`src/rtl/cpu_pkg.sv`:
```
// Shared definitions for the CPU control path: controller states, bus encodings,
// instruction fields and the packed control bundle driven by the controller.
package cpu_pkg;

    localparam int unsigned STATE_W = 5;
    localparam int unsigned OPC_W   = 3;
    localparam int unsigned OP_W    = 2;
    localparam int unsigned MEM_W   = 2;
    localparam int unsigned NSEL_W  = 3;
    localparam int unsigned VSEL_W  = 2;

    // ALU is split by flavour so every output stays a pure function of state
    typedef enum logic [STATE_W-1:0] {
        RST,
        IF1,
        IF2,
        UPDATE_PC,
        DECODE,
        WRITE_IMM,
        GET_A,
        GET_B,
        ALU,
        ALU_ASEL,
        ALU_CMP,
        WRITE_RD,
        ADDR_CALC,
        LOAD_ADDR,
        MEM_RD1,
        MEM_RD2,
        GET_D,
        PASS_D,
        MEM_WR,
        HALT,
        HALT_ILL
    } state_e;

    localparam logic [MEM_W-1:0] MEM_NONE  = 2'b00;
    localparam logic [MEM_W-1:0] MEM_READ  = 2'b01;
    localparam logic [MEM_W-1:0] MEM_WRITE = 2'b10;

    localparam logic [VSEL_W-1:0] VSEL_C     = 2'd0;
    localparam logic [VSEL_W-1:0] VSEL_PC    = 2'd1;
    localparam logic [VSEL_W-1:0] VSEL_IMM   = 2'd2;
    localparam logic [VSEL_W-1:0] VSEL_MDATA = 2'd3;

    localparam logic [NSEL_W-1:0] NSEL_NONE = 3'b000;
    localparam logic [NSEL_W-1:0] NSEL_RM   = 3'b001;
    localparam logic [NSEL_W-1:0] NSEL_RD   = 3'b010;
    localparam logic [NSEL_W-1:0] NSEL_RN   = 3'b100;

    localparam logic [OPC_W-1:0] OPC_LDR  = 3'b011;
    localparam logic [OPC_W-1:0] OPC_STR  = 3'b100;
    localparam logic [OPC_W-1:0] OPC_ALU  = 3'b101;
    localparam logic [OPC_W-1:0] OPC_MOV  = 3'b110;
    localparam logic [OPC_W-1:0] OPC_HALT = 3'b111;

    localparam logic [OP_W-1:0] OP_MOV_REG = 2'b00;
    localparam logic [OP_W-1:0] OP_MOV_IMM = 2'b10;
    localparam logic [OP_W-1:0] OP_ADD     = 2'b00;
    localparam logic [OP_W-1:0] OP_CMP     = 2'b01;
    localparam logic [OP_W-1:0] OP_AND     = 2'b10;
    localparam logic [OP_W-1:0] OP_MVN     = 2'b11;
    localparam logic [OP_W-1:0] OP_MEM     = 2'b00;

    typedef struct packed {
        logic              load_ir;
        logic              load_pc;
        logic              reset_pc;
        logic              addr_sel;
        logic              load_addr;
        logic [MEM_W-1:0]  mem_cmd;
        logic [NSEL_W-1:0] nsel;
        logic [VSEL_W-1:0] vsel;
        logic              write;
        logic              loada;
        logic              loadb;
        logic              loadc;
        logic              loads;
        logic              asel;
        logic              bsel;
        logic              halted;
        logic              illegal;
    } ctrl_t;

    function automatic logic is_mem_op(input logic [OPC_W-1:0] opc);
        return (opc == OPC_LDR) || (opc == OPC_STR);
    endfunction

    // ALU flavour once both operands are (or need not be) loaded
    function automatic state_e alu_state(input logic [OPC_W-1:0] opc,
                                         input logic [OP_W-1:0]  op);
        if (opc == OPC_MOV || (opc == OPC_ALU && op == OP_MVN))
            return ALU_ASEL;
        if (opc == OPC_ALU && op == OP_CMP)
            return ALU_CMP;
        return ALU;
    endfunction

endpackage

```
`src/rtl/cpu_ctrl_fsm_if.sv`:
```
// Instruction fields in, datapath/memory control out, between controller and datapath.
interface cpu_ctrl_fsm_if;

    logic [2:0] opcode;
    logic [1:0] op;
    logic       load_ir;
    logic       load_pc;
    logic       reset_pc;
    logic       addr_sel;
    logic       load_addr;
    logic [1:0] mem_cmd;
    logic [2:0] nsel;
    logic [1:0] vsel;
    logic       write;
    logic       loada;
    logic       loadb;
    logic       loadc;
    logic       loads;
    logic       asel;
    logic       bsel;
    logic       halted;
    logic       illegal;

    modport master (
        input  opcode, op,
        output load_ir, load_pc, reset_pc, addr_sel, load_addr, mem_cmd,
               nsel, vsel, write, loada, loadb, loadc, loads, asel, bsel,
               halted, illegal
    );

    modport slave (
        output opcode, op,
        input  load_ir, load_pc, reset_pc, addr_sel, load_addr, mem_cmd,
               nsel, vsel, write, loada, loadb, loadc, loads, asel, bsel,
               halted, illegal
    );

endinterface

```
`src/rtl/cpu_ctrl_outdec.sv`:
```
// Moore output decode: control bundle as a pure function of controller state.
// CPU_CTRL_ILLEGAL_TRAP_EN enables the illegal-instruction trap state's flag.
module cpu_ctrl_outdec
    import cpu_pkg::*;
(
    input  state_e state,
    output ctrl_t  ctrl
);

    always_comb begin
        ctrl = '0;
        case (state)
            RST: begin
                ctrl.reset_pc = 1'b1;
                ctrl.load_pc  = 1'b1;
            end
            IF1: begin
                ctrl.addr_sel = 1'b1;
                ctrl.mem_cmd  = MEM_READ;
            end
            IF2: begin
                ctrl.addr_sel = 1'b1;
                ctrl.mem_cmd  = MEM_READ;
                ctrl.load_ir  = 1'b1;
            end
            UPDATE_PC: ctrl.load_pc = 1'b1;
            WRITE_IMM: begin
                ctrl.nsel  = NSEL_RN;
                ctrl.vsel  = VSEL_IMM;
                ctrl.write = 1'b1;
            end
            GET_A: begin
                ctrl.nsel  = NSEL_RN;
                ctrl.loada = 1'b1;
            end
            GET_B: begin
                ctrl.nsel  = NSEL_RM;
                ctrl.loadb = 1'b1;
            end
            ALU:      ctrl.loadc = 1'b1;
            ALU_ASEL: begin
                ctrl.loadc = 1'b1;
                ctrl.asel  = 1'b1;
            end
            ALU_CMP:  ctrl.loads = 1'b1;
            WRITE_RD: begin
                ctrl.nsel  = NSEL_RD;
                ctrl.vsel  = VSEL_C;
                ctrl.write = 1'b1;
            end
            ADDR_CALC: begin
                ctrl.bsel  = 1'b1;
                ctrl.loadc = 1'b1;
            end
            LOAD_ADDR: ctrl.load_addr = 1'b1;
            MEM_RD1: begin
                ctrl.addr_sel = 1'b0;
                ctrl.mem_cmd  = MEM_READ;
            end
            MEM_RD2: begin
                ctrl.addr_sel = 1'b0;
                ctrl.mem_cmd  = MEM_READ;
                ctrl.nsel     = NSEL_RD;
                ctrl.vsel     = VSEL_MDATA;
                ctrl.write    = 1'b1;
            end
            GET_D: begin
                ctrl.nsel  = NSEL_RD;
                ctrl.loadb = 1'b1;
            end
            PASS_D: begin
                ctrl.asel  = 1'b1;
                ctrl.loadc = 1'b1;
            end
            MEM_WR: begin
                ctrl.addr_sel = 1'b0;
                ctrl.mem_cmd  = MEM_WRITE;
            end
            HALT: ctrl.halted = 1'b1;
            HALT_ILL: begin
                ctrl.halted = 1'b1;
`ifdef CPU_CTRL_ILLEGAL_TRAP_EN
                ctrl.illegal = 1'b1;
`endif
            end
            default: ;
        endcase
    end

endmodule

```
`src/rtl/cpu_ctrl_fsm.sv`:
```
// Multi-cycle CPU controller: state register and next-state logic, outputs registered
// from the decode of the next state. CPU_CTRL_ILLEGAL_TRAP_EN traps unlisted instructions.
module cpu_ctrl_fsm
    import cpu_pkg::*;
(
    input  logic           clk,
    input  logic           reset,
    cpu_ctrl_fsm_if.master bus
);

    state_e state;
    state_e state_d;
    state_e dec_state;
    ctrl_t  ctrl_d;
    ctrl_t  ctrl_q;

    // Next-state transition table
    always_comb begin
        state_d = state;
        case (state)
            RST:       state_d = IF1;
            IF1:       state_d = IF2;
            IF2:       state_d = UPDATE_PC;
            UPDATE_PC: state_d = DECODE;
            DECODE: begin
                if (bus.opcode == OPC_HALT) begin
                    state_d = HALT;
                end else begin
                    case ({bus.opcode, bus.op})
                        {OPC_MOV, OP_MOV_IMM}: state_d = WRITE_IMM;
                        {OPC_MOV, OP_MOV_REG}: state_d = GET_B;
                        {OPC_ALU, OP_ADD},
                        {OPC_ALU, OP_CMP},
                        {OPC_ALU, OP_AND}:     state_d = GET_A;
                        {OPC_ALU, OP_MVN}:     state_d = GET_B;
                        {OPC_LDR, OP_MEM},
                        {OPC_STR, OP_MEM}:     state_d = GET_A;
`ifdef CPU_CTRL_ILLEGAL_TRAP_EN
                        default:               state_d = HALT_ILL;
`else
                        default:               state_d = IF1;
`endif
                    endcase
                end
            end
            WRITE_IMM: state_d = IF1;
            GET_A:     state_d = is_mem_op(bus.opcode) ? ADDR_CALC : GET_B;
            GET_B:     state_d = alu_state(bus.opcode, bus.op);
            ALU:       state_d = WRITE_RD;
            ALU_ASEL:  state_d = WRITE_RD;
            ALU_CMP:   state_d = IF1;
            WRITE_RD:  state_d = IF1;
            ADDR_CALC: state_d = LOAD_ADDR;
            LOAD_ADDR: state_d = (bus.opcode == OPC_LDR) ? MEM_RD1 : GET_D;
            MEM_RD1:   state_d = MEM_RD2;
            MEM_RD2:   state_d = IF1;
            GET_D:     state_d = PASS_D;
            PASS_D:    state_d = MEM_WR;
            MEM_WR:    state_d = IF1;
            HALT:      state_d = HALT;
            HALT_ILL:  state_d = HALT_ILL;
            default:   state_d = RST;
        endcase
    end

    // Decoding the state about to be entered lets the outputs come straight off flops
    always_comb begin
        dec_state = state_d;
        if (reset)
            dec_state = RST;
    end

    cpu_ctrl_outdec u_outdec (
        .state (dec_state),
        .ctrl  (ctrl_d)
    );

    always_ff @(posedge clk) begin
        if (reset)
            state <= RST;
        else
            state <= state_d;
        ctrl_q <= ctrl_d;
    end

    assign bus.load_ir   = ctrl_q.load_ir;
    assign bus.load_pc   = ctrl_q.load_pc;
    assign bus.reset_pc  = ctrl_q.reset_pc;
    assign bus.addr_sel  = ctrl_q.addr_sel;
    assign bus.load_addr = ctrl_q.load_addr;
    assign bus.mem_cmd   = ctrl_q.mem_cmd;
    assign bus.nsel      = ctrl_q.nsel;
    assign bus.vsel      = ctrl_q.vsel;
    assign bus.write     = ctrl_q.write;
    assign bus.loada     = ctrl_q.loada;
    assign bus.loadb     = ctrl_q.loadb;
    assign bus.loadc     = ctrl_q.loadc;
    assign bus.loads     = ctrl_q.loads;
    assign bus.asel      = ctrl_q.asel;
    assign bus.bsel      = ctrl_q.bsel;
    assign bus.halted    = ctrl_q.halted;
    assign bus.illegal   = ctrl_q.illegal;

endmodule

```
`src/flat_wrapper.sv`:
```
// flat-port wrapper written by rule: the top's interface ports become plain ports
module cpu_ctrl_fsm_flat import cpu_pkg::*;
  (clk, reset, bus_opcode, bus_op, bus_load_ir, bus_load_pc, bus_reset_pc, bus_addr_sel, bus_load_addr, bus_mem_cmd, bus_nsel, bus_vsel, bus_write, bus_loada, bus_loadb, bus_loadc, bus_loads, bus_asel, bus_bsel, bus_halted, bus_illegal);
  cpu_ctrl_fsm_if bus_i ();
  input  logic clk;
  input  logic reset;
  input wire logic [$bits(bus_i.opcode)-1:0] bus_opcode;
  input wire logic [$bits(bus_i.op)-1:0] bus_op;
  output wire logic [$bits(bus_i.load_ir)-1:0] bus_load_ir;
  output wire logic [$bits(bus_i.load_pc)-1:0] bus_load_pc;
  output wire logic [$bits(bus_i.reset_pc)-1:0] bus_reset_pc;
  output wire logic [$bits(bus_i.addr_sel)-1:0] bus_addr_sel;
  output wire logic [$bits(bus_i.load_addr)-1:0] bus_load_addr;
  output wire logic [$bits(bus_i.mem_cmd)-1:0] bus_mem_cmd;
  output wire logic [$bits(bus_i.nsel)-1:0] bus_nsel;
  output wire logic [$bits(bus_i.vsel)-1:0] bus_vsel;
  output wire logic [$bits(bus_i.write)-1:0] bus_write;
  output wire logic [$bits(bus_i.loada)-1:0] bus_loada;
  output wire logic [$bits(bus_i.loadb)-1:0] bus_loadb;
  output wire logic [$bits(bus_i.loadc)-1:0] bus_loadc;
  output wire logic [$bits(bus_i.loads)-1:0] bus_loads;
  output wire logic [$bits(bus_i.asel)-1:0] bus_asel;
  output wire logic [$bits(bus_i.bsel)-1:0] bus_bsel;
  output wire logic [$bits(bus_i.halted)-1:0] bus_halted;
  output wire logic [$bits(bus_i.illegal)-1:0] bus_illegal;
  assign bus_i.opcode = bus_opcode;
  assign bus_i.op = bus_op;
  assign bus_load_ir = bus_i.load_ir;
  assign bus_load_pc = bus_i.load_pc;
  assign bus_reset_pc = bus_i.reset_pc;
  assign bus_addr_sel = bus_i.addr_sel;
  assign bus_load_addr = bus_i.load_addr;
  assign bus_mem_cmd = bus_i.mem_cmd;
  assign bus_nsel = bus_i.nsel;
  assign bus_vsel = bus_i.vsel;
  assign bus_write = bus_i.write;
  assign bus_loada = bus_i.loada;
  assign bus_loadb = bus_i.loadb;
  assign bus_loadc = bus_i.loadc;
  assign bus_loads = bus_i.loads;
  assign bus_asel = bus_i.asel;
  assign bus_bsel = bus_i.bsel;
  assign bus_halted = bus_i.halted;
  assign bus_illegal = bus_i.illegal;
  cpu_ctrl_fsm u_core (.clk(clk), .reset(reset), .bus(bus_i));
endmodule
```
`config.mk`:
```
export PLATFORM = sky130hd
export DESIGN_NAME = cpu_ctrl_fsm_flat
export DESIGN_NICKNAME = d
export VERILOG_FILES = /design/src/rtl/cpu_pkg.sv /design/src/rtl/cpu_ctrl_fsm_if.sv /design/src/rtl/cpu_ctrl_outdec.sv /design/src/rtl/cpu_ctrl_fsm.sv /design/src/flat_wrapper.sv
export SDC_FILE = /design/constraint.sdc
export NUM_CORES = 1
export LEC_CHECK = 0
export CAP_MARGIN = 20
export CORE_UTILIZATION = 54
export CTS_CLUSTER_DIAMETER = 60
export CTS_CLUSTER_SIZE = 12
export DETAILED_ROUTE_END_ITERATION = 12
export PLACE_DENSITY = 0.92
export SYNTH_ARGS = -nofsm -noshare
export SYNTH_HDL_FRONTEND = slang
export SYNTH_SLANG_ARGS = --single-unit
```
`constraint.sdc`:
```
create_clock -name clk -period 5.1 [get_ports clk]
set_clock_uncertainty 0.1 [all_clocks]
set_input_delay 1.02 -clock clk [delete_from_list [all_inputs] [get_ports clk]]
set_output_delay 1.02 -clock clk [all_outputs]
set_load 0.02 [all_outputs]
```
; Word level (Yosys, flattened, before mapping)
; Memory sizes are Yosys's and may differ from the RTL's.
; Index checks and enable logic that the tools add are counted.
[totals]
register_bits = 25
romBits = 96
inputBits = 7
output_inout_bits = 21
wordCells = 110
mem_count = 1
[mem_list]
columns = name, depth, width, rd, rd_ports_with_merged_regs, wr, line
row1 = (name not given), 32, 3, 1, 0, 0, cpu_ctrl_fsm.sv:29  ; case ({bus.opcode, bus.op})
[classes]
n_eq_ne = 46
mux = 29
reduce_logical = 17
[ops]
columns = op, count
row1 = $eq 5x4->1 const B, 16
row2 = $pmux 5 s15, 1
row3 = $eq 5x5->1 const B, 10
row4 = $eq 5x3->1 const B, 7
row5 = $mux 5, 7
row6 = $eq 5x2->1 const B, 4
row7 = $pmux 3 s3, 2
row8 = $mux 1, 17
row9 = $reduce_or 2->1, 7
row10 = $eq 3x3->1 const B, 4
row11 = $eq 5x1->1 const B, 2
row12 = $logic_not 5->1, 2
row13 = $reduce_or 4->1, 2
row14 = $reduce_or 6->1, 1
row15 = $mux 4, 1
row16 = $pmux 2 s2, 1
row17 = $eq 3x2->1 const B, 1
row18 = $reduce_or 3->1, 1
row19 = $eq 2x1->1 const B, 1
row20 = $eq 2x2->1 const B, 1
row21 = $logic_and 1x1->1, 2
row22 = $logic_or 1x1->1, 2

; Longest topological paths before layout
; Gate-level depths: netlist (run 1).
[logic_depth]
ltp_word = 14
mapped_depth = 10
mapped_depth_nobuf = 8

; By module
; Synthesis (run 1) repeated with hierarchy kept, for this count alone.
[unflattened]
hier_cells = 157
area_unflattened_um2 = 1385.1
[by_module_without_submodules]
columns = module, n_inst, cells_per_inst, area_each_um2, seq_area_each_um2
row1 = cpu_ctrl_fsm, 1, 107, 1079.8, 520.5
row2 = cpu_ctrl_outdec, 1, 50, 305.3, 0.0

; Worst setup path after synthesis (run 1)
; No wires, ideal clock.
[synth_path]
path_type = input -> register
from = in bus_opcode[1]
to = reg u_core.ctrl_q, in the netlist u_core.bus.loadb
t_arrival_ps = 2646
setup_slack_ps = 2275
cell_stages = 8
n_path_buf = 1
path_cell_list = buf_4 > or4b_1 > o21ai_0 > nand2_1 > a311oi_4 > and2_1 > nand3_1 > a211oi_2
[synth_rtl]
columns = element, line
row1 = "start, declared", flat_wrapper.sv:7  ; input wire logic [$bits(bus_i.opcode)-1:0] bus_opcode;
row2 = "end signal, assigned", cpu_ctrl_fsm.sv:83  ; ctrl_q <= ctrl_d;
row3 = "end, declared", cpu_ctrl_fsm.sv:15  ; ctrl_t ctrl_q;

==> results of run 1 <==
## flip-flops by register name (all words and copies together) (netlist names)
| name | flops |
|---|---|
| u_core.state | 5 |
| u_core.bus.loads | 1 |
| u_core.bus.vsel | 2 |
| u_core.bus.loadb | 1 |
| u_core.bus.load_addr | 1 |
| u_core.bus.load_ir | 1 |
| u_core.bus.loadc | 1 |
| u_core.bus.halted | 1 |
| u_core.bus.mem_cmd | 2 |
| u_core.bus.loada | 1 |
| u_core.bus.bsel | 1 |
| u_core.bus.nsel | 3 |
| u_core.bus.write | 1 |
| u_core.bus.load_pc | 1 |
| u_core.bus.addr_sel | 1 |
| u_core.bus.reset_pc | 1 |
| u_core.bus.asel | 1 |
## where the power goes
| group | total, mW | internal (mW) | switching [mW] | leakage (nW) |
|---|---|---|---|---|
| clock | 0.0901 | 0.0301 | 0.0601 | 0.0139 |
| sequential | 0.223 | 0.207 | 0.0161 | 0.203 |
| combinational | 0.126 | 0.0553 | 0.0706 | 0.360 |
## worst register-to-register path: stages (launching register included)
cell and delay (ns):
dfxtp_1 0.57, nand2b_1 0.22, nor4_2 0.42, a31oi_1 0.15, o21ai_0 0.58, or3_1 0.28, mux2i_1 0.09, nor2b_1 0.16
## through the flow
| stage | std cells | power, mW |
|---|---|---|
| floorplan | 163 | 0.317 |
| global placement | 205 | 0.348 |
| detailed placement | 205 | 0.350 |
| CTS | 209 | 0.439 |
| global route | 209 | 0.460 |
| finish | 209 | 0.439 |
## logic make-up (layout without fill, tap and decap cells)
family	Yosys count	count (layout)	share of synthesized area, %
xor gates and xnor gates	1	1	0.638
and+or+nand+nor	84	84	35.2
buffers and inverters	16	34	5.65
AOI/OAI and AO/OA	35	35	21.1
muxes	1	1	0.729
DFF	25	25	36.4
other	1	1	0.273
## layout make-up
type	count	area, um2
well taps	28	35.0
inverters	4	15.0
clock buffers	3	22.5
clock inverters	1	7.51
repair buffers	26	260
multi-input cells	122	796
flip-flops and latches	25	500
fillers	178	661
## cell usage in the layout, fill, tap and decap left out, drive strengths merged, types with 2 or more instances in the layout
cell           synthesis  layout
a2111oi                2       2
a211o                  2       2
a211oi                 3       3
a21o                   2       2
a21oi                  8       8
and2                   3       3
and3b                  2       2
clkbuf                 2       3
clkdlybuf4s50          0      26
dfxtp                 25      25
inv                    4       4
nand2                  8       8
nand2b                12      12
nand3                  9       9
nand4                  2       2
nand4b                 3       3
nor2                  16      16
nor2b                  6       6
nor3                   9       9
nor3b                  2       2
o21ai                  7       7
or3                    4       4
## path summary, 6_finish.rpt
path	cells past startpoint	to	from	slack, ns
worst max-delay path	8	u_core.bus.mem_cmd[0]	bus_opcode[1]	1.79
worst min-delay path	3	u_core.bus.nsel[1]	u_core.state[3]	0.78
worst max register to register	7	u_core.bus.vsel[1]	u_core.state[2]	2.43
worst min register to register	3	u_core.bus.nsel[1]	u_core.state[3]	0.78
## layer usage
layer | GRT usage (%) | vias up | share of wire (%)
li1 | - | 616 | -
met1 | 32.2 | 564 | 44
met2 | 39.5 | 64 | 46
met3 | 7.83 | 8 | 7.8
met4 | 11.4 | 0 | 1.9
met5 | 0 | - | 0
==> results by group, run 1 <==
Run status
  – Run status: finished clean

GRT
  – Vias in the first global route: between 1000 and 1500
  – GRT Total Usage: 25.5%
  – Initial antenna violation count: 0
  – Pin count of the biggest net entering global routing: 19
  – GRT Residual Overflow: 0
  – First-pass GRT wire length: 5.11 mm

Floorplanning
  – Die Height: roughly 52 um
  – Initial Utilization: 59.8%
  – Rows: 17
  – I/O Pins: 28
  – Die Area: between 0.002 and 0.003 mm2
  – Die W: roughly 52 um
  – Core Box Area: between 0.002 and 0.0025 mm2

Layout
  – Final instance area: approximately 0.0016 mm2
  – Core Util, Final: a little under three quarters
  – Area Overhead vs Synth: 19.1%
  – Fraction of layout cells with a size suffix above 1: 7.18%
  – Nets: around 190
  – Diodes inserted: 0

Placed design
  – Hpwl dp: around 2.3 mm
  – Placed instance area: 0.00161 mm2
  – Place WS: approximately 1.5 ns
  – Placer Congestion: between 0.9 and 1
  – IO Port Bufs: 26

Logic synthesis
  – Synth Cell Area: about 0.0014 mm2
  – Share of the synthesized area in the top cell type: a little over a third
  – Predominant post-synthesis flop cell: dfxtp_1
  – Cell accounting for the most synthesized area: dfxtp_1
  – Post-synthesis cell count: approximately 160
  – Largest cells by area after synthesis: dfxtp_1, nand2b_1, nor2_1
  – Register area share after synthesis: between 30% and 40%
  – Fraction of registers with async set/reset: 0%
  – Yosys warns: 0
  – Post-Syn Nets: 170
  – Syn avg cell area: approximately 8.4 um2
  – Top cells by count, synth: dfxtp_1, nor2_1, nand2b_1
  – Yosys cell types: 50
  – Most common cell in the netlist: dfxtp_1
  – #FFs+latches synth: 25
  – Post-synth EDFFs: 0

Detailed routing
  – DR pass1 iterations: 4
  – Antenna-violating nets left: 0
  – Via count: around 1300
  – Post-route DRC violation count: 0
  – Initial DRC count: between 50 and 60
  – WL final: between 3 and 4 mm
  – Via-to-Cell Ratio: around 6
  – Drt wl/cell: 15.2 um

Clocking
  – Cts hold-fix bufs: 0
  – CTS tree: yes
  – Clock sink count: 25
  – Total CTS buffers: 3
  – Clk buf depth: 2
  – Skew-Pair Late Insertion Delay: between 0.3 and 0.4 ns
  – Root buf cell: clkbuf_4
  – CTS H-tree lvls: 1
  – Setup bufs post-CTS: 0
  – CTS resizes: 0
  – Clk pin slew, worst setup/hold paths: 0.14 ns

STA
  – Setup TNS: 0 ns
  – Setup Viol. Count Final: 0
  – Worst hold slack: ~0.78 ns
  – Hold Fails Final Rpt: 0
  – Final period utilization: around two thirds
  – Fin. max-slew vios: 0
  – Unrepaired setup endpoints after global routing: no
  – Final setup margin: 1.79 ns
  – Max Fclk: approximately 0.30 GHz
  – Minimum clock period: about 3.3 ns
  – Slew HR: around 53%
  – Worst slew pin tran: between 0.7 and 0.8 ns

Setup path
  – Slowest CP cell: clkdlybuf4s50_1
  – Buf/Inv on CP: 1
  – Worst setup EP type: flop
  – CP delay by family, top: compound AO/OA/AOI/OAI gates
  – Startpoint Class: input pin
  – Worst path max stage delay: approximately 0.67 ns
  – Worst-path fanout max: 12
  – Worst path cell trace: clkdlybuf4s50_1 > or4b_1 > o21ai_0 > nand2_1 > a311oi_4 > nand3_1 > a21o_1 > a211oi_1
  – Crit path kind: in2reg
  – Worst EP required: between 5 and 6 ns
  – Critical Path AT: about 3.5 ns

Hold path
  – Hold Path Class: reg2reg

Pwr
  – Leakage: about 0.58 nW
  – VDD IR max: 0.000259 V
  – Power per Cell Area: between 200 and 300 mW/mm2

Flow run
  – Max-cap check violation count: 0
No activity file was read; power rests on OpenSTA's default activity.
==> inputs of run 2 (changes only) <==
CORE_UTILIZATION = 50   (was 54)
PLACE_DENSITY = 0.87   (was 0.92)
clock period = 3.1 ns   (was 5.1 ns; I/O delays follow)
==> run 2 against run 1 <==
Effect of this change: wire length grew 3.3%; sequential share of layout area shrank 1.0 points; via count grew 3.9%; core utilization shrank 4.8 points; critical path depth is the same; worst hold slack gained 0.0097 ns; flip-flop and latch count is the same; clock power grew 63%; combinational power grew 79%.
==> results by group, run 2 (synthesis gave the netlist of run 1 again) <==
Run status
  – Run status: finished clean

Setup path
  – Worst-path fanout max: 8
  – Critical Path AT: around 3 ns
  – Crit path kind: in2reg
  – Startpoint Class: input pin
  – RR Endpoint: u_core.bus.halted
  – Worst reg2reg path depth: 7
  – Worst r2r src: u_core.state[3]
  – Worst EP required: 3.24 ns
  – Setup slack, reg-to-reg: approximately 0.52 ns
  – Worst setup EP type: flop

Detailed routing
  – Initial DRC count: 50
  – DR pass1 iterations: 4
  – WL final: between 3 and 4 mm
  – Antenna-violating nets left: 0
  – Via count: ~1300
  – Post-route DRC violation count: 0
  – Via-to-Cell Ratio: roughly 6.0
  – Drt wl/cell: 15.1 um

Floorplanning
  – Core Box Area: around 0.0025 mm2
  – Die Area: just under 0.003 mm2
  – Initial Utilization: between 50% and 60%
  – I/O Pins: 28
  – Die Height: 54.4 um
  – Die W: between 50 and 60 um
  – Rows: 18

STA
  – Fin. max-slew vios: 0
  – Slew HR: 62.1%
  – Final period utilization: around 92%
  – Hold Fails Final Rpt: 0
  – Worst slew pin tran: approximately 0.57 ns
  – Setup TNS: 0 ns
  – Max Fclk: 0.349 GHz
  – Minimum clock period: 2.86 ns
  – Unrepaired setup endpoints after global routing: no
  – Setup Viol. Count Final: 0

GRT
  – First-pass GRT wire length: 5.11 mm
  – Vias in the first global route: around 1100
  – GRT Total Usage: 23.9%
  – Initial antenna violation count: 0
  – GRT Residual Overflow: 0
  – Pin count of the biggest net entering global routing: 19

Clocking
  – Skew-Pair Late Insertion Delay: between 0.3 and 0.4 ns
  – Clk pin slew, worst setup/hold paths: around 0.13 ns
  – CTS resizes: 0
  – CTS H-tree lvls: 1
  – CTS tree: yes
  – Setup bufs post-CTS: 0
  – Clock sink count: 25
  – Cts hold-fix bufs: 0
  – Clk buf depth: 2
  – Total CTS buffers: 3
  – Root buf cell: clkbuf_4

Layout
  – Largest Register: u_core.state
  – Most common cell after layout, fill and taps aside: clkdlybuf4s50_1
  – Nets: roughly 200
  – Fraction of layout cells with a size suffix above 1: a little over a tenth
  – Diodes inserted: 0
  – Area Overhead vs Synth: 23.1%
  – Core Util, Final: between 60% and 70%
  – Most frequent cells in the layout: clkdlybuf4s50_1, dfxtp_1, nor2_1
  – Max reg flops: 5

Placed design
  – Placer Congestion: around 0.93
  – IO Port Bufs: 26
  – Hpwl dp: approximately 2.4 mm

Hold path
  – Min-delay src: u_core.state[1]
  – Hold path endpoint: u_core.bus.nsel[1]
  – Hold Path Class: reg2reg
  – Hold path depth: 3

Pwr
  – VDD IR max: about 0.00054 V
  – Power per Cell Area: around 440 mW/mm2
  – Leakage: 0.612 nW

Flow run
  – Max-cap check violation count: 0
run 2: cell count changes in the layout (fill, tap and decap cells not counted), sizes merged:
| cell | change |
|---|---|
| buf | +7 |
run 2: cell type report:
| cell class | count | area, um2 |
|---|---|---|
| sequential | 25 | 500 |
| clock inverter | 1 | 7.51 |
| timing repair buffer | 33 | 313 |
| clock buffer | 3 | 22.5 |
| inverter | 4 | 15.0 |
| multi-input combinational | 122 | 796 |
| tap | 30 | 37.5 |
| fill | 211 | 853 |
run 2: per-stage QoR:
step	power, mW	worst slack [ns]	hold WS, ns	cells	cell area, um2
CTS	0.739	0.268	0.769	218	1690
finish	0.739	0.236	0.789	218	1690
global placement	0.588	0.0772	0.750	214	1660
floorplan	0.521	0.675	0.528	163	1370
global route	0.773	0.155	0.870	218	1690
detailed placement	0.594	-0.0613	0.754	214	1660
run 2: critical path: stages:
cell	delay [ns]
clkdlybuf4s50_1	0.53
or4b_1	0.59
o21ai_0	0.12
nand2_1	0.12
a311oi_4	0.46
and2_1	0.23
nand3_1	0.13
a211oi_2	0.21
run 2: worst max-delay path by stage:
stage,start,end
after floorplan,bus_opcode[1],u_core.bus.loadb
after global placement,bus_opcode[1],u_core.bus.loadb
after detailed placement,bus_opcode[2],u_core.bus.loadb
after CTS,bus_opcode[2],u_core.bus.loadb
after global routing,bus_opcode[1],u_core.bus.loadb
final,bus_opcode[2],u_core.bus.loadb
run 2: layer usage:
metal / share of wire (%) / routed length, um / track usage (%)
met1: 45 / 1480 / 32.5
met2: 49 / 1620 / 38.6
met3: 4.9 / 160 / 5.83
met4: 0.82 / 27 / 4.27
met5: 0 / 0 / 0
run 2: power by group:
group	total (mW)	internal (mW)	switching, mW
clock	0.147	0.0493	0.0976
sequential	0.366	0.341	0.0251
combinational	0.226	0.103	0.123
total	0.739	0.493	0.246
==> inputs of run 3 (changes only) <==
CORE_UTILIZATION = 61   (was 50)
DONT_BUFFER_PORTS = 1   (was unset)
PLACE_DENSITY = 0.86   (was 0.87)
==> run 3 against run 2 <==
Effect of this change: core utilization up 1.1 points; design area down 18%; combinational power decreased by 32%; power is 7.7% lower; register-to-register slack got worse by 0.07 ns; flip-flop and latch count did not move; worst hold slack got worse by 0.16 ns; via count shrank 11%; sequential power grew 5.7%; wire length shrank 12%; count of clock-buffer cells in the layout is 1 higher; cell count decreased by 16%; critical endpoint is now u_core.bus.vsel[1].
==> results by group, run 3 (synthesis gave the netlist of run 1 again) <==
Detailed routing
  – WL final: approximately 2.9 mm
  – Via-to-Cell Ratio: ~6.3
  – Initial DRC count: 42
  – Antenna-violating nets left: 0
  – Via count: approximately 1200
  – Post-route DRC violation count: 0
  – DR pass1 iterations: 4
  – Drt wl/cell: between 15 and 20 um

Layout
  – Largest Register: u_core.state
  – Fraction of layout cells with a size suffix above 1: under 10%
  – Area Overhead vs Synth: 0.364%
  – Most common cell after layout, fill and taps aside: dfxtp_1
  – Nets: between 150 and 200
  – Max reg flops: 5
  – Final instance area: between 0.001 and 0.0015 mm2
  – Most frequent cells in the layout: dfxtp_1, nor2_1, nand2b_1
  – Diodes inserted: 0

Pwr
  – Leakage: just under 0.5 nW
  – Switching power: about 0.23 mW
  – Power per Cell Area: a little under 500 mW/mm2
  – Seq pwr share: between 50% and 60%
  – Switching Share: about a third
  – Int Pwr: about 0.46 mW
  – VDD IR max: around 0.00047 V
  – Clock power share: roughly a fifth
  – Gate power share: approximately 22%

Clocking
  – Root buf cell: clkbuf_4
  – CTS resizes: 0
  – Clk pin slew, worst setup/hold paths: ~0.12 ns
  – CTS tree: yes
  – Clock sink count: 25
  – CTS H-tree lvls: 1
  – Total CTS buffers: 3
  – Clk buf depth: 2
  – Cts hold-fix bufs: 0
  – Setup bufs post-CTS: 0
  – Skew-Pair Late Insertion Delay: around 0.32 ns

Setup path
  – Crit path kind: reg2reg
  – Crit. Startpoint: u_core.state[2]
  – Startpoint Class: flop
  – Worst EP required: about 3.2 ns
  – Worst-path fanout max: 13
  – Worst r2r src: u_core.state[2]
  – Worst setup EP type: flop
  – Critical Path AT: between 2 and 3 ns

STA
  – Unrepaired setup endpoints after global routing: no
  – Hold Fails Final Rpt: 0
  – Worst slew pin tran: approximately 0.7 ns
  – Setup TNS: 0 ns
  – Slew HR: between 50% and 60%
  – Fin. max-slew vios: 0
  – Minimum clock period: 2.65 ns
  – Setup Viol. Count Final: 0
  – Final period utilization: a little under nine tenths
  – Max Fclk: roughly 0.38 GHz

Placed design
  – IO Port Bufs: 0
  – Placer Congestion: roughly 0.85
  – Hpwl dp: 2.04 mm
  – Placed instance area: 0.00135 mm2

Floorplanning
  – I/O Pins: 28
  – Die Height: ~49 um
  – Die Area: about 0.0024 mm2
  – Rows: 16
  – Initial Utilization: between 60% and 70%
  – Core Box Area: 0.00204 mm2
  – Die W: 49.5 um

Hold path
  – Min-delay src: bus_opcode[0]
  – Hold Path Class: in2reg

GRT
  – Pin count of the biggest net entering global routing: 19
  – GRT Total Usage: between 20 and 25%
  – GRT Residual Overflow: 0
  – Initial antenna violation count: 0
  – First-pass GRT wire length: between 4 and 5 mm
  – Vias in the first global route: a little over 1000

Flow run
  – Max-cap check violation count: 0

Run status
  – Run status: finished clean
==> run 3: changes by cell type in the layout (fill, tap and decap cells not counted) <==
cell             change
clkdlybuf4s50_1     -26
buf_4                -6
clkbuf_1             +1
clkinvlp_4           -1
==> run 3: final cells by class <==
cell class / instances / area, um2
multi-input cells: 122 / 796
fillers: 173 / 663
flip-flops and latches: 25 / 500
well taps: 27 / 33.8
clock buffers: 4 / 26.3
inverters: 4 / 15.0
repair buffers: 1 / 7.51
==> run 3: routing by layer <==
metal	up-vias	track usage [%]	routed length, um
met4	0	8.57	18
met5	-	0	0
li1	563	-	-
met3	2	6.79	168
met1	543	33.0	1330
met2	45	38.6	1370
==> run 3: path summary, 6_finish.rpt <==
path                        end  slack (ns)  cells past startpoint
max reg2reg  u_core.bus.vsel[1]        0.45                      7
min             u_core.bus.bsel        0.63                      4
max          u_core.bus.vsel[1]        0.45                      7
min reg2reg  u_core.bus.nsel[1]        0.80                      3
==> run 3: power by group through the flow <==
| stage | logic [mW] | registers [mW] | clock network (mW) |
|---|---|---|---|
| 4_1_cts | 0.151 | 0.387 | 0.145 |
| 5_1_grt | 0.169 | 0.391 | 0.159 |
| 3_5_place_dp | 0.150 | 0.394 | 0 |
| 3_3_place_gp | 0.145 | 0.392 | 0 |
| 6_report | 0.153 | 0.387 | 0.142 |
| 2_1_floorplan | 0.149 | 0.372 | 0 |
==> run 3: worst max-delay path, stage by stage, from the launching register on <==
cell      delay [ns]
dfxtp_1         0.60
nand2b_1        0.23
nor4_2          0.40
a31oi_1         0.14
o21ai_0         0.57
or3_1           0.28
mux2i_1         0.09
nor2b_1         0.13
==> run 3: metrics by stage <==
step	power, mW	setup slack [ns]	cells	util [%]	hold WS, ns
6_report	0.682	0.454	183	67.5	0.627
3_5_place_dp	0.544	0.511	179	66.2	0.758
3_3_place_gp	0.537	0.568	179	66.2	0.720
2_1_floorplan	0.521	0.675	163	-	0.528
5_1_grt	0.719	0.267	183	67.5	0.619
4_1_cts	0.683	0.503	183	67.5	0.613
